<file path="src/rtl/alu_flags_stage.sv">
// Sequential add/subtract stage: A/B operand registers, full_adder ripple chain,
// registered result with carry/zero flags. Define ALU_OVERFLOW_FLAG_EN to add flag_v.

module full_adder (
  input  logic a,
  input  logic b,
  input  logic ci,
  output logic s,
  output logic co
);
  assign s  = a ^ b ^ ci;
  assign co = (a & b) | (ci & (a ^ b));
endmodule

module alu_flags_stage #(
  parameter int WIDTH = 8
) (
  input  logic             clk,
  input  logic             rst_n,
  input  logic [WIDTH-1:0] bus_in,
  input  logic             a_load,
  input  logic             b_load,
  input  logic             op_valid,
  output logic             op_ready,
  input  logic             op_sub,
  input  logic             op_wb,
  output logic             res_valid,
  input  logic             res_ready,
  output logic [WIDTH-1:0] result,
  output logic             flag_c,
  output logic             flag_z,
`ifdef ALU_OVERFLOW_FLAG_EN
  output logic             flag_v,
`endif
  output logic [WIDTH-1:0] a_q,
  output logic [WIDTH-1:0] b_q
);

  typedef enum logic [1:0] {
    IDLE = 2'd0,
    EXEC = 2'd1,
    HOLD = 2'd2
  } state_t;

  state_t           state_q;
  logic             sub_q;
  logic             wb_q;
  logic [WIDTH-1:0] result_q;
  logic             flag_c_q;
  logic             flag_z_q;

  logic [WIDTH-1:0] b_chain;
  logic [WIDTH-1:0] sum_d;
  logic [WIDTH:0]   carry;

  // Subtract is A + ~B + 1; sub_q supplies both the inversion and the carry-in.
  assign b_chain  = b_q ^ {WIDTH{sub_q}};
  assign carry[0] = sub_q;

  for (genvar i = 0; i < WIDTH; i++) begin : g_chain
    full_adder u_fa (
      .a  (a_q[i]),
      .b  (b_chain[i]),
      .ci (carry[i]),
      .s  (sum_d[i]),
      .co (carry[i+1])
    );
  end

`ifdef ALU_OVERFLOW_FLAG_EN
  logic flag_v_q;
  always_ff @(posedge clk or negedge rst_n) begin
    if (!rst_n) begin
      flag_v_q <= 1'b0;
    end else if (state_q == EXEC) begin
      flag_v_q <= carry[WIDTH] ^ carry[WIDTH-1];
    end
  end
  assign flag_v = flag_v_q;
`endif

  always_ff @(posedge clk or negedge rst_n) begin
    if (!rst_n) begin
      state_q  <= IDLE;
      sub_q    <= 1'b0;
      wb_q     <= 1'b0;
      result_q <= '0;
      flag_c_q <= 1'b0;
      flag_z_q <= 1'b0;
      a_q      <= '0;
      b_q      <= '0;
    end else begin
      case (state_q)
        IDLE: begin
          if (a_load) a_q <= bus_in;
          if (b_load) b_q <= bus_in;
          if (op_valid) begin
            sub_q   <= op_sub;
            wb_q    <= op_wb;
            state_q <= EXEC;
          end
        end
        EXEC: begin
          result_q <= sum_d;
          flag_c_q <= carry[WIDTH];
          flag_z_q <= (sum_d == '0);
          if (wb_q) a_q <= sum_d;
          state_q  <= HOLD;
        end
        HOLD: begin
          if (res_ready) state_q <= IDLE;
        end
        default: state_q <= IDLE;
      endcase
    end
  end

  assign op_ready  = (state_q == IDLE);
  assign res_valid = (state_q == HOLD);
  assign result    = result_q;
  assign flag_c    = flag_c_q;
  assign flag_z    = flag_z_q;

endmodule
</file>
<file path="config.mk">
export PLATFORM = sky130hd
export DESIGN_NAME = alu_flags_stage
export DESIGN_NICKNAME = d
export VERILOG_FILES = /design/src/rtl/alu_flags_stage.sv
export SDC_FILE = /design/constraint.sdc
export NUM_CORES = 1
export LEC_CHECK = 0
export BUFFER_PORTS_ARGS = -buffer_cell sky130_fd_sc_hd__buf_2
export CORE_ASPECT_RATIO = 0.75
export CORE_MARGIN = 2
export CORE_UTILIZATION = 45
export CTS_BUF_LIST = sky130_fd_sc_hd__clkbuf_16
export DETAILED_ROUTE_END_ITERATION = 12
export GPL_ROUTABILITY_DRIVEN = 0
export PLACE_DENSITY = 0.68
export SYNTH_ARGS = -nofsm -noshare
export SYNTH_HDL_FRONTEND = slang
export SYNTH_SLANG_ARGS = --single-unit
</file>
<file path="constraint.sdc">
create_clock -name clk -period 4.5 [get_ports clk]
set_clock_uncertainty 0.05 [all_clocks]
set_input_delay 0.45 -clock clk [delete_from_list [all_inputs] [get_ports clk]]
set_output_delay 0.45 -clock clk [all_outputs]
set_load 0.02 [all_outputs]
</file>
==> results.cfg, run 1 <==
[status]
status = complete, no violations

[synth]
yosysTopAreaCellShare_pct = 45.8
ys_top_cells_by_area = dfrtp_1, mux2_4, fa_1
yosysSeqAreaShare_pct = 45.8
synth_edf_count = 0
synth.distinct_cells = 31
syn_area_sq_um = 1640
yosysMostFrequentCell = dfrtp_1
avgSynthCellArea_sq_um = 12.2
synthArstFlopShare_pct = 100
synth_nets = 157
synth_cells = 134
synth_flop_cell = dfrtp_1
yosys_warnings = 0
synth_top_area_cell = dfrtp_1
synth_common_cells = dfrtp_1, nand2_1, mux2_4
synth_seq_cells = 30

[sta]
max_freq_mhz = 241
setup_slack_ns = 0.350
rsz0062_at_grt = false
post-route-period-util_pct = 92.2
setup_violations = 0
slew_viol_final = 0
maxSlewHeadroom_pct = 55.4
hold_viol = 0
final.min_clock_period_ns = 4.15
worst_pin_slew_ns = 0.669
final.setup.tns_ns = 0

[drt]
detail-route-antenna-nets = 0
dr.pass1.iters = 4
dr_total_vias = 1085
drc = 0
vias_per_cell = 5.12
wl_microns = 3230
drt_iter0_drc = 50
wl_per_cell_microns = 15.3

[worst_setup_path]
end_kind = flop
critical_path_required_ns = 4.64
cp_common_cell = fa_1
setup.worst_path.start_class = flop
cp.arrival_ns = 4.29
critPathTopFamily = adder cells
crit_type = flop to flop
slowest_delay_ns = 0.45
path_buf_inv = 3
cp_slowest_cell = dfrtp_1
cp_max_fo = 6
worstPathCellList = xnor2_1, fa_1, fa_1, fa_1, inv_1, fa_1, inv_1, fa_1, fa_1, inv_1, fa_1, nand4b_1, or3_1, o21ai_1

[clock_tree]
htreeDepth = 2
numCtsBuffers = 5
cts_sinks = 30
clk_latency_ns = 0.27
cts_tree = done
cts_setup_buffers = 0
clk_pin_slew_ns = 0.05
cts_buffer_depth = 2
cts_resized = 0
cts_hold_buf = 0
root_buffer = clkbuf_16

[floorplan]
coreArea_sq_um = 3380
initial_core_util_pct = 48.6
rows = 18
die_h_microns = 56.3
die_w_microns = 73.7
dieArea_sq_um = 4150
io_pins = 44

[run]
drv_cap = 0

[placed_design]
numPortBuffers = 43
dp_hpwl_microns = 2390
dp_cells = 204
place_ws_ns = 0.377

[global_route]
grt_pass1_vias = 1082
grt_use_total_pct = 17.4
grt_max_degree = 31
grt-ovfl-total = 0
grt_pass1_wl_microns = 5350
antenna_found_initial = 0

[layout]
nNetsFinal = 194
fin_util_pct = 57.4
diodes = 0
syn2layout_area_growth_pct = 18.2
drive_above_1_share_pct = 39.0
fin_cells = 212
fill_cells = 296

[worst_hold_path]
hold_path.class = primary input to async pin
[sequential cells by signal, indices dropped and copies added, names as in the netlist]
signal	count
b_q	8
sub_q	1
wb_q	1
state_q	2
a_q	8
result	8
flag_c	1
flag_z	1
[path summary, 6_finish.rpt]
| path | startpoint | end | slack (ns) | depth (start not counted) |
|---|---|---|---|---|
| max | sub_q | flag_z | 0.35 | 14 |
| min | rst_n | result[0] | 0.17 | 1 |
| max reg2reg | sub_q | flag_z | 0.35 | 14 |
| min reg2reg | flag_c | flag_c | 0.42 | 2 |
| min in group clk | res_ready | state_q[1] | 0.31 | 2 |
| max in group asynchronous | rst_n | flag_c | 3.79 | 1 |
[placed cells by master, fill, tap and decap left out]
cell       count
nand3_1        1
buf_2         43
nor2b_1        2
o21ai_0        2
o21ai_1        2
a2bb2oi_1      1
nor2_4         1
a21oi_1        4
or3_1          1
buf_4          1
clkbuf_16      5
nand4b_1       1
nand2_1       13
nor3b_1        4
nand2b_4       1
xnor2_1        6
o21a_1         2
fa_1           7
xor2_1         2
nand2b_1       1
dfrtp_1       30
and2_1         1
nor2_2         1
nor3_1         1
mux2_4        11
mux2i_1        7
a21o_1         4
nand3b_1       1
inv_1         11
mux2_2         3
clkinv_1       1
clkinv_2       1
[kinds of logic (layout without fill, tap and decap cells)]
family                   after synthesis  after routing  share of synthesized area, %
AO/OA/AOI/OAI                         15             15                          5.72
buffers and inverters                 24             62                          9.08
adder cells (fa/ha/maj)                7              7                          8.54
multiplexers                          21             21                          16.4
flip-flops                            30             30                          45.8
XOR/XNOR                               8              8                          4.27
AND/OR/NAND/NOR                       29             29                          10.2
[routing by layer]
layer  routed length, microns  vias up  part of all wire (%)  track usage (%)
met5                        0        -                     0                0
met4                       30        0                  0.93             6.23
met3                      162        4                   5.0             5.21
met2                     1390       34                    43             24.4
met1                     1660      533                    51             25.3
li1                         -      514                     -                -
[stage by stage]
step / area (sq um) / hold WS, ns
finish: 1940 / 0.167
global route: 1940 / 0.215
CTS: 1940 / 0.187
detailed placement: 1800 / 0.412
global placement: 1800 / 0.402
floorplan: 1640 / 0.104
[final cells by class]
type | count | area (sq um) | area share, %
timing repair buffer | 44 | 223 | 11.5
inverter | 10 | 37.5 | 1.94
clock buffer | 5 | 125 | 6.45
sequential | 30 | 751 | 38.7
tap | 40 | 50.0 | 2.58
clock inverter | 3 | 12.5 | 0.645
multi-input combinational | 80 | 741 | 38.2
[worst reg2reg max path: cells and delay by family, from the launching register on]
family                     cells  cell delay, ns
xor gates and xnor gates       1            0.19
DFF                            1            0.45
adders and majority gates      7            2.55
AOI/OAI and AO/OA              1            0.11
buffers and inverters          3            0.21
and+or+nand+nor                2            0.51
Power of run 1 is not shown: default switching activity piles up to over one toggle a cycle in this logic, so the estimate is an artifact.
==> run 2, diff against run 1 <==
--- a/config.mk
+++ b/config.mk
@@ -6,7 +6,7 @@
 export NUM_CORES = 1
 export LEC_CHECK = 0
 export BUFFER_PORTS_ARGS = -buffer_cell sky130_fd_sc_hd__buf_2
-export CORE_ASPECT_RATIO = 0.75
+export CORE_ASPECT_RATIO = 0.8
 export CORE_MARGIN = 2
 export CORE_UTILIZATION = 45
 export CTS_BUF_LIST = sky130_fd_sc_hd__clkbuf_16
==> run 2 against run 1 <==
Flip-flop and latch count did not move. Via count grew 0.92%. Largest cell class unchanged. Critical endpoint unchanged. Count of clock-buffer cells in the layout unchanged. Critical path depth stayed put. Final area shrank 0.26%. Utilization down 1.7 points. Register-to-register slack worse by 0.14 ns. Die area is essentially flat. Worst hold slack got worse by 0.0050 ns.
==> results.cfg, run 2 (same netlist as run 1, synthesis figures left out) <==
[status]
status = complete, no violations

[placed_design]
dp_hpwl_microns = 2480
placed_area_sq_um = 1800
dp_cells = 205
numPortBuffers = 43

[worst_setup_path]
path_buf_inv = 3
r2r-start = sub_q
worstPathCellList = xnor2_1, fa_1, fa_1, fa_1, inv_1, fa_1, inv_1, fa_1, fa_1, inv_1, fa_1, nand4b_1, or3_1, o21ai_1
reg2reg_slack_ns = 0.20
critPathTopFamily = adder cells
cp.arrival_ns = 4.44
cp_common_cell = fa_1
slowest_delay_ns = 0.58
critical_path_required_ns = 4.65
endpoint = flag_z
setup.worst_path.start_class = flop
end_kind = flop
reg2reg_depth = 14
setup.worst_path.start = sub_q
reg2reg_to = flag_z
cp_slowest_cell = dfrtp_1
worst-path-stages = 14
crit_type = flop to flop
cp_max_fo = 9

[drt]
wl_microns = 3390
vias_per_cell = 5.14
detail-route-antenna-nets = 0
dr.pass1.iters = 4
drt_iter0_drc = 87
wl_per_cell_microns = 15.9
drc = 0
dr_total_vias = 1095

[sta]
setup_violations = 0
maxSlewHeadroom_pct = 55.4
rsz0062_at_grt = false
max_freq_mhz = 233
worst_pin_slew_ns = 0.668
post-route-period-util_pct = 95.5
hold_viol = 0
slew_viol_final = 0
final.min_clock_period_ns = 4.30
final.setup.tns_ns = 0

[clock_tree]
htreeDepth = 2
cts_resized = 0
cts_setup_buffers = 0
clk_pin_slew_ns = 0.05
cts_sinks = 30
cts_tree = done
cts_buffer_depth = 2
root_buffer = clkbuf_16
clk_latency_ns = 0.27
cts_hold_buf = 0
numCtsBuffers = 5

[floorplan]
rows = 19
die_w_microns = 71.5
io_pins = 44
coreArea_sq_um = 3470
die_h_microns = 58
dieArea_sq_um = 4150
initial_core_util_pct = 47.3

[layout]
fin_cells = 213
final_cell_area_sq_um = 1930
layout_common_cells = buf_2, dfrtp_1, nand2_1
nNetsFinal = 193
fill_cells = 316
layout_commonest_cell = buf_2
diodes = 0
drive_above_1_share_pct = 38.6
syn2layout_area_growth_pct = 17.9
multiInputGateArea_sq_um = 741
final-seq-area_sq_um = 751

[global_route]
antenna_found_initial = 0
grt_pass1_vias = 1148
grt_max_degree = 31
grt_use_total_pct = 18.5
grt_pass1_wl_microns = 5700
grt-ovfl-total = 0

[run]
drv_cap = 0

[worst_hold_path]
hold_path.class = primary input to async pin
run 2: worst min-delay path by stage:
stage / endpoint / slack [ns] / depth (start not counted)
2_1_floorplan: a_q[0] / 0.10 / 0
3_3_place_gp: result[7] / 0.40 / 2
3_5_place_dp: result[7] / 0.41 / 2
4_1_cts: a_q[4] / 0.19 / 1
5_1_grt: flag_z / 0.23 / 1
6_report: state_q[1] / 0.16 / 1
run 2: final cells by class:
cell class | instances | share of cell area [%]
clock inverter | 3 | 0.647
multi-input combinational | 80 | 38.3
inverter | 10 | 1.94
clock buffer | 5 | 6.47
sequential | 30 | 38.8
tap | 42 | 2.72
timing repair buffer | 43 | 11.1
run 2: worst reg2reg max path, cell delays in order, from the launching register on:
cell	delay, ns
dfrtp_1	0.58
xnor2_1	0.18
fa_1	0.43
fa_1	0.39
fa_1	0.38
inv_1	0.08
fa_1	0.15
inv_1	0.05
fa_1	0.38
fa_1	0.38
inv_1	0.09
fa_1	0.45
nand4b_1	0.18
or3_1	0.31
o21ai_1	0.12
run 2: metal layers:
layer	share of wire [%]	up-vias	GRT usage (%)
li1	-	506	-
met1	47	541	24.9
met2	45	38	27.9
met3	5.9	10	5.57
met4	2.2	0	8.36
met5	0	-	0
run 2: stage by stage:
step	hold slack (ns)	utilization, %	worst slack (ns)
finish	0.162	55.7	0.205
global route	0.229	55.7	0.0138
CTS	0.189	55.7	0.201
detailed placement	0.408	51.8	0.260
global placement	0.402	51.8	0.416
floorplan	0.104	-	0.532
Power of run 2 is left out for the same reason.
